==> config.mk <==
export PLATFORM = sky130hd
export DESIGN_NAME = read_stage_flat
export DESIGN_NICKNAME = d
export VERILOG_FILES = /design/src/rtl/rd_pkg.sv /design/src/rtl/read_stage_if.sv /design/src/rtl/read_stage_reg_file.sv /design/src/rtl/read_stage.sv /design/src/flat_wrapper.sv
export SDC_FILE = /design/constraint.sdc
export NUM_CORES = 1
export LEC_CHECK = 0
export BUFFER_PORTS_ARGS = -buffer_cell sky130_fd_sc_hd__buf_4
export CORE_ASPECT_RATIO = 1.1
export CORE_UTILIZATION = 50
export CTS_BUF_LIST = sky130_fd_sc_hd__clkbuf_8
export DETAILED_ROUTE_END_ITERATION = 12
export MAX_ROUTING_LAYER = met4
export PLACE_DENSITY = 0.8
export SETUP_SLACK_MARGIN = 0.2
export SLEW_MARGIN = 20
export SYNTH_ARGS = -nofsm -noshare
export SYNTH_HDL_FRONTEND = slang
export SYNTH_HIERARCHICAL = 1
export SYNTH_SLANG_ARGS = --single-unit
==> constraint.sdc <==
create_clock -name clk -period 1.88 [get_ports clk]
set_input_delay 0.188 -clock clk [delete_from_list [all_inputs] [get_ports clk]]
set_output_delay 0.188 -clock clk [all_outputs]
set_load 0.01 [all_outputs]
==> src/rtl/rd_pkg.sv <==
// rd_pkg: instruction field positions and register file constants for the READ stage
package rd_pkg;
    localparam int OPC_MSB    = 15;
    localparam int OPC_LSB    = 9;
    localparam int DEST_MSB   = 8;
    localparam int DEST_LSB   = 6;
    localparam int OP1_MSB    = 5;
    localparam int OP1_LSB    = 3;
    localparam int OP2_MSB    = 2;
    localparam int OP2_LSB    = 0;
    localparam int NOP_OPCODE = 0;
    localparam int REG_NUM    = 8;
endpackage

==> src/rtl/read_stage_if.sv <==
// read_stage_if: fetch/writeback/forwarding inputs and rd2ex outputs of the READ stage
interface read_stage_if #(
    parameter int D_SIZE   = 32,
    parameter int I_SIZE   = 16,
    parameter int OPC_SIZE = 7
);
    logic [I_SIZE-1:0]   instr_in;
    logic                instr_valid;
    logic                stall_fetch;
    logic                reg_we_wb;
    logic [2:0]          dest_reg_wb;
    logic [D_SIZE-1:0]   result_wb;
    logic                df1;
    logic                df2;
    logic                clear;
    logic                freeze;
    logic                valid_rd2ex;
    logic [OPC_SIZE-1:0] opcode_rd2ex;
    logic [2:0]          dest_rd2ex;
    logic [2:0]          addr_op1_rd2ex;
    logic [2:0]          addr_op2_rd2ex;
    logic                reg_re_en;
    logic [D_SIZE-1:0]   op1_rd2ex;
    logic [D_SIZE-1:0]   op2_rd2ex;

    modport master (
        output instr_in, instr_valid, reg_we_wb, dest_reg_wb, result_wb, df1, df2, clear, freeze,
        input  stall_fetch, valid_rd2ex, opcode_rd2ex, dest_rd2ex, addr_op1_rd2ex, addr_op2_rd2ex,
               reg_re_en, op1_rd2ex, op2_rd2ex
    );
    modport slave (
        input  instr_in, instr_valid, reg_we_wb, dest_reg_wb, result_wb, df1, df2, clear, freeze,
        output stall_fetch, valid_rd2ex, opcode_rd2ex, dest_rd2ex, addr_op1_rd2ex, addr_op2_rd2ex,
               reg_re_en, op1_rd2ex, op2_rd2ex
    );
endinterface

==> src/rtl/read_stage_reg_file.sv <==
// reg_file: 8-entry register file, two async read ports, one write port; RF_WRITE_BYPASS_EN enables write-through reads
module reg_file
    import rd_pkg::*;
#(
    parameter int D_SIZE = 32
) (
    input  logic              clk,
    input  logic              rst,
    input  logic              we,
    input  logic [2:0]        waddr,
    input  logic [D_SIZE-1:0] wdata,
    input  logic [2:0]        raddr1,
    input  logic [2:0]        raddr2,
    output logic [D_SIZE-1:0] rdata1,
    output logic [D_SIZE-1:0] rdata2
);
    logic [D_SIZE-1:0] regs_q [REG_NUM];
    logic [D_SIZE-1:0] regs_d [REG_NUM];

    // next register contents: writeback lands in the addressed entry
    always_comb begin
        regs_d = regs_q;
        if (we) regs_d[waddr] = wdata;
    end

    // register storage, cleared by reset
    always_ff @(posedge clk or negedge rst) begin
        if (!rst) regs_q <= '{default: '0};
        else      regs_q <= regs_d;
    end

`ifdef RF_WRITE_BYPASS_EN
    assign rdata1 = (we && waddr == raddr1) ? wdata : regs_q[raddr1];
    assign rdata2 = (we && waddr == raddr2) ? wdata : regs_q[raddr2];
`else
    assign rdata1 = regs_q[raddr1];
    assign rdata2 = regs_q[raddr2];
`endif
endmodule

==> src/rtl/read_stage.sv <==
// read_stage: decode, operand read and rd2ex register with clear/freeze control and WB forwarding (RF_WRITE_BYPASS_EN selects regfile write-through)
module read_stage
    import rd_pkg::*;
#(
    parameter int D_SIZE   = 32,
    parameter int I_SIZE   = 16,
    parameter int OPC_SIZE = 7
) (
    input logic         clk,
    input logic         rst,
    read_stage_if.slave bus
);
    logic [I_SIZE-1:0]   instr;
    logic [D_SIZE-1:0]   rdata1, rdata2;
    logic                valid_q, valid_d;
    logic [OPC_SIZE-1:0] opcode_q, opcode_d;
    logic [2:0]          dest_q, dest_d, addr1_q, addr1_d, addr2_q, addr2_d;
    logic [D_SIZE-1:0]   op1_q, op1_d, op2_q, op2_d;
    logic                load;

    assign instr = bus.instr_in;
    assign load  = bus.instr_valid;

    reg_file #(.D_SIZE(D_SIZE)) u_rf (
        .clk   (clk),
        .rst   (rst),
        .we    (bus.reg_we_wb),
        .waddr (bus.dest_reg_wb),
        .wdata (bus.result_wb),
        .raddr1(instr[OP1_MSB:OP1_LSB]),
        .raddr2(instr[OP2_MSB:OP2_LSB]),
        .rdata1(rdata1),
        .rdata2(rdata2)
    );

    // rd2ex next state: clear beats freeze beats a normal (possibly bubble) load
    always_comb begin
        valid_d  = valid_q;
        opcode_d = opcode_q;
        dest_d   = dest_q;
        addr1_d  = addr1_q;
        addr2_d  = addr2_q;
        op1_d    = op1_q;
        op2_d    = op2_q;
        if (bus.clear) begin
            valid_d  = 1'b0;
            opcode_d = OPC_SIZE'(NOP_OPCODE);
            dest_d   = '0;
            addr1_d  = '0;
            addr2_d  = '0;
            op1_d    = '0;
            op2_d    = '0;
        end else if (bus.freeze) begin
            op1_d = bus.df1 ? bus.result_wb : op1_q;
            op2_d = bus.df2 ? bus.result_wb : op2_q;
        end else begin
            valid_d  = load;
            opcode_d = load ? instr[OPC_MSB:OPC_LSB] : OPC_SIZE'(NOP_OPCODE);
            dest_d   = load ? instr[DEST_MSB:DEST_LSB] : '0;
            addr1_d  = load ? instr[OP1_MSB:OP1_LSB] : '0;
            addr2_d  = load ? instr[OP2_MSB:OP2_LSB] : '0;
            op1_d    = load ? rdata1 : '0;
            op2_d    = load ? rdata2 : '0;
        end
    end

    // rd2ex pipeline register
    always_ff @(posedge clk or negedge rst) begin
        if (!rst) begin
            valid_q  <= 1'b0;
            opcode_q <= '0;
            dest_q   <= '0;
            addr1_q  <= '0;
            addr2_q  <= '0;
            op1_q    <= '0;
            op2_q    <= '0;
        end else begin
            valid_q  <= valid_d;
            opcode_q <= opcode_d;
            dest_q   <= dest_d;
            addr1_q  <= addr1_d;
            addr2_q  <= addr2_d;
            op1_q    <= op1_d;
            op2_q    <= op2_d;
        end
    end

    assign bus.stall_fetch    = bus.freeze & rst;
    assign bus.valid_rd2ex    = valid_q;
    assign bus.reg_re_en      = valid_q;
    assign bus.opcode_rd2ex   = opcode_q;
    assign bus.dest_rd2ex     = dest_q;
    assign bus.addr_op1_rd2ex = addr1_q;
    assign bus.addr_op2_rd2ex = addr2_q;
    assign bus.op1_rd2ex      = (valid_q && bus.df1) ? bus.result_wb : op1_q;
    assign bus.op2_rd2ex      = (valid_q && bus.df2) ? bus.result_wb : op2_q;
endmodule

==> src/flat_wrapper.sv <==
// flat-port wrapper written by rule: the top's interface ports become plain ports
module read_stage_flat import rd_pkg::*;
#(
    parameter int D_SIZE   = 32,
    parameter int I_SIZE   = 16,
    parameter int OPC_SIZE = 7
)
  (clk, rst, bus_instr_in, bus_instr_valid, bus_reg_we_wb, bus_dest_reg_wb, bus_result_wb, bus_df1, bus_df2, bus_clear, bus_freeze, bus_stall_fetch, bus_valid_rd2ex, bus_opcode_rd2ex, bus_dest_rd2ex, bus_addr_op1_rd2ex, bus_addr_op2_rd2ex, bus_reg_re_en, bus_op1_rd2ex, bus_op2_rd2ex);
  read_stage_if #(.D_SIZE(D_SIZE), .I_SIZE(I_SIZE), .OPC_SIZE(OPC_SIZE)) bus_i ();
  input logic clk;
  input logic rst;
  input wire logic [$bits(bus_i.instr_in)-1:0] bus_instr_in;
  input wire logic [$bits(bus_i.instr_valid)-1:0] bus_instr_valid;
  input wire logic [$bits(bus_i.reg_we_wb)-1:0] bus_reg_we_wb;
  input wire logic [$bits(bus_i.dest_reg_wb)-1:0] bus_dest_reg_wb;
  input wire logic [$bits(bus_i.result_wb)-1:0] bus_result_wb;
  input wire logic [$bits(bus_i.df1)-1:0] bus_df1;
  input wire logic [$bits(bus_i.df2)-1:0] bus_df2;
  input wire logic [$bits(bus_i.clear)-1:0] bus_clear;
  input wire logic [$bits(bus_i.freeze)-1:0] bus_freeze;
  output wire logic [$bits(bus_i.stall_fetch)-1:0] bus_stall_fetch;
  output wire logic [$bits(bus_i.valid_rd2ex)-1:0] bus_valid_rd2ex;
  output wire logic [$bits(bus_i.opcode_rd2ex)-1:0] bus_opcode_rd2ex;
  output wire logic [$bits(bus_i.dest_rd2ex)-1:0] bus_dest_rd2ex;
  output wire logic [$bits(bus_i.addr_op1_rd2ex)-1:0] bus_addr_op1_rd2ex;
  output wire logic [$bits(bus_i.addr_op2_rd2ex)-1:0] bus_addr_op2_rd2ex;
  output wire logic [$bits(bus_i.reg_re_en)-1:0] bus_reg_re_en;
  output wire logic [$bits(bus_i.op1_rd2ex)-1:0] bus_op1_rd2ex;
  output wire logic [$bits(bus_i.op2_rd2ex)-1:0] bus_op2_rd2ex;
  assign bus_i.instr_in = bus_instr_in;
  assign bus_i.instr_valid = bus_instr_valid;
  assign bus_i.reg_we_wb = bus_reg_we_wb;
  assign bus_i.dest_reg_wb = bus_dest_reg_wb;
  assign bus_i.result_wb = bus_result_wb;
  assign bus_i.df1 = bus_df1;
  assign bus_i.df2 = bus_df2;
  assign bus_i.clear = bus_clear;
  assign bus_i.freeze = bus_freeze;
  assign bus_stall_fetch = bus_i.stall_fetch;
  assign bus_valid_rd2ex = bus_i.valid_rd2ex;
  assign bus_opcode_rd2ex = bus_i.opcode_rd2ex;
  assign bus_dest_rd2ex = bus_i.dest_rd2ex;
  assign bus_addr_op1_rd2ex = bus_i.addr_op1_rd2ex;
  assign bus_addr_op2_rd2ex = bus_i.addr_op2_rd2ex;
  assign bus_reg_re_en = bus_i.reg_re_en;
  assign bus_op1_rd2ex = bus_i.op1_rd2ex;
  assign bus_op2_rd2ex = bus_i.op2_rd2ex;
  read_stage #(.D_SIZE(D_SIZE), .I_SIZE(I_SIZE), .OPC_SIZE(OPC_SIZE)) u_core (.clk(clk), .rst(rst), .bus(bus_i));
endmodule
==> results by group <==
Worst setup path
  • Family with the most delay on the worst path: flip-flops
  • RR Startpoint: u_core/u_rf/regs_q[201]$_DFFE_PN0P_
  • FF-to-FF End: u_core/op2_q[9]$_DFFE_PN0P_
  • Crit path max fanout: 5
  • Critical Path Start Type: flop
  • CP arrival: 1910 ps
  • Worst path max stage delay: 500 ps
  • Req. time, crit path: 1690 ps
  • R2R setup slack: 400 ps
  • Worst setup EP type: output pin
  • Slowest-stage cell, CP: dfrtp_2
  • Kind of critical path: reg -> out
  • Worst Path Buf+Inv: 2
  • Reg2Reg Depth: 3
  • CP cell instances: nand2_8, clkbuf_16, mux2_4, buf_6

Yosys
  • Distinct cell type count after synthesis: 26
  • Warnings, synthesis: 6
  • Top cells by area, synth: dfrtp_1, mux2_2, mux4_1
  • Yosys top cell by area: dfrtp_1
  • Seq/Total Area, Yosys: 46.1%
  • Syn Nets: 1167
  • Avg Inst Size Synth: 16.5 um^2
  • Synth top area share: 46.1%
  • Syn Std Cell Area: 18300 um^2
  • Syn Inst Count: 1108
  • Flops & latches, synth: 337

Power and ir drop
  • Maximum vdd drop: 0.589 mV
  • Clk pwr share: 32.1%
  • Combinational power share: 22.6%
  • Net Sw Power: 0.00557 W
  • Power per cell area: 955 nW/um^2
  • Switching portion of total power: 26.4%
  • Sequential cell fraction of total power: 45.3%
  • Leakage: 9.94 nW
  • Cell-internal power: 0.0155 W

Timing
  • Min Tclk post-route: 2100 ps
  • # setup viols final: 64
  • Worst slew pin tran: 777 ps
  • Unrepaired setup endpoints after global routing: true
  • Period utilisation layout: 111%
  • Final Hold Fails: 0
  • Fin. max-slew vios: 0
  • Slew HR: 48.2%
  • F_max: 0.477 GHz
  • Clk_skew: 14.1 ps
  • Setup slack after layout: -216 ps

Cells and area
  • Nets: 1355
  • Post-Layout Cell Count: 1829
  • Antenna cells: 0
  • Most common cell after layout, fill and taps aside: dfrtp_1
  • Commonest cells after routing, fill and taps aside: dfrtp_1, mux2_2, buf_4, mux4_1, clkbuf_8
  • Share of cells above drive strength 1: 52.5%
  • Fin util: 61.3%
  • Area delta synth->final: 20.7%

Floorplanning
  • Chip height: 203 um
  • FP Rows: 73
  • Core area: 36100 um^2
  • Initial core utilization: 50.8%
  • Die ar.: 37400 um^2
  • Die Wd: 184 um
  • Top Ports: 142

Global route
  • First-pass GRT wire length: 70.7 mm
  • Antenna violations before repair: 1
  • Grt total ovfl: 0
  • Largest net degree at the start of global routing: 90
  • Gr usage total: 25.7%
  • Vias in the first global route: 12100

Placed design
  • Hpwl dp: 25.6 mm
  • IO buf count: 141
  • Placed cells: 1677
  • GP Congestion: 0.757

Drt
  • Routed WL: 45.6 mm
  • DRC Markers: 0
  • Wire per inst: 25.0 um
  • Met1 WL: 19.0 mm
  • DRT iter0 DRCs: 644
  • DRT antenna net count: 0
  • Via/cell ratio: 6.23
  • DR top layer: met4
  • Drt first pass iters: 5
  • DR vias: 11400
  • Met3 wire len: 3.31 mm
  • Met2 WL: 22.3 mm

Clocking
  • Clk Latency, worst-skew pair: 590 ps
  • H-tree levels: 2
  • CTS root buffer: clkbuf_8
  • TritonCTS clock tree: done
  • Clock slew seen by the registers of the worst setup and hold paths: 70 ps
  • CTS Buf Count: 56
  • Sink Count: 337
  • CTS Buffer Depth: 3

Status
  • Failing checks: setup timing
  • Outcome: complete, but fails checks

Hold path
  • Hold WC Path Type: in -> async

Run
  • Max cap viols: 0
-- what timing repair did --
action / CTS / global route
buffers inserted: 1 / 0
pin swaps: 0 / 1
setup endpoints to repair: 64 / 64
gates resized for setup: 77 / 1
hold endpoints to repair: 611 / 0
hold buffers: 44 / 0
gates cloned: 2 / 1
-- kinds of logic after synthesis --
| kind of cell | count (synthesis) | share of synthesized area (%) |
|---|---|---|
| flip-flops | 337 | 46.1 |
| buffers and inverters | 100 | 3.68 |
| AND/OR/NAND/NOR | 14 | 0.683 |
| multiplexers | 576 | 45.7 |
| AO/OA/AOI/OAI | 81 | 3.87 |
-- power groups by stage --
stage / combinational (W) / clock, W / sequential, W
5_1_grt: 0.00511 / 0.00727 / 0.00972
2_1_floorplan: 0.00343 / 0 / 0.00927
4_1_cts: 0.00479 / 0.00691 / 0.00953
3_3_place_gp: 0.00441 / 0 / 0.00951
3_5_place_dp: 0.00456 / 0 / 0.00964
6_report: 0.00477 / 0.00678 / 0.00956
-- synth_stat cells (all sizes together) --
cell and n:
a21o 1, a22o 16, and2 1, buf 88
clkbuf 12, dfrtp 337, mux2 384, mux2i 64
mux4 128, nand2 2, nand2b 1, nand4 1
nand4b 3, nor2b 1, nor3b 1, nor4b 1
nor4bb 3, o2bb2ai 64
-- per-stage QoR --
step / cell area (um^2) / power [W] / hold WS, ps / setup TNS, ps / setup slack (ps)
global placement: 20100 / 0.0139 / 88.8 / 0 / 153
floorplan: 18300 / 0.0127 / -108 / 0 / 367
finish: 22100 / 0.0211 / 73.3 / -11730 / -216
global route: 22100 / 0.0221 / 76.0 / -15080 / -267
CTS: 22100 / 0.0212 / 69.6 / -12000 / -229
detailed placement: 20100 / 0.0142 / 92.7 / 0 / 141
-- worst max-delay path by stage --
stage | start | endpoint | slack [ps] | cells past startpoint
6_report | u_core/bus.reg_re_en$_DFFE_PN0P_ | bus_op2_rd2ex[11] | -220 | 4
5_1_grt | u_core/bus.reg_re_en$_DFFE_PN0P_ | bus_op2_rd2ex[12] | -270 | 4
4_1_cts | u_core/bus.reg_re_en$_DFFE_PN0P_ | bus_op2_rd2ex[25] | -230 | 4
3_5_place_dp | bus_instr_in[3] | u_core/op1_q[28]$_DFFE_PN0P_ | 140 | 5
3_3_place_gp | bus_instr_in[0] | u_core/op2_q[12]$_DFFE_PN0P_ | 150 | 5
2_1_floorplan | bus_instr_in[3] | u_core/op1_q[0]$_DFFE_PN0P_ | 370 | 5
-- per-layer routing --
| metal | vias up | global-route usage, % |
|---|---|---|
| li1 | 4821 | - |
| met1 | 6056 | 33.1 |
| met2 | 441 | 40.6 |
| met3 | 82 | 5.88 |
| met4 | 0 | 7.92 |
| met5 | - | - |
-- worst reg2reg max path: cells and delay by family (launching register included) --
family,cells,cell delay (ps)
AO/OA/AOI/OAI,1,130
flip-flops,1,390
multiplexers,2,830
-- sequential cells by signal, summed over array words and instances, names as in the netlist --
name                       count
u_core/u_rf/regs_q           256
u_core/op1_q                  32
u_core/op2_q                  32
u_core/bus.opcode_rd2ex        7
u_core/bus.addr_op1_rd2ex      3
u_core/bus.addr_op2_rd2ex      3
u_core/bus.dest_rd2ex          3
u_core/bus.reg_re_en           1
-- final cells by class --
type,count,area (um^2)
tap,487,609
multi-input combinational,671,9300
fill,2616,14000
clock inverter,29,175
clock buffer,75,1030
sequential,337,8430
timing repair buffer,230,2550
Power figures use the tool's default switching activity.
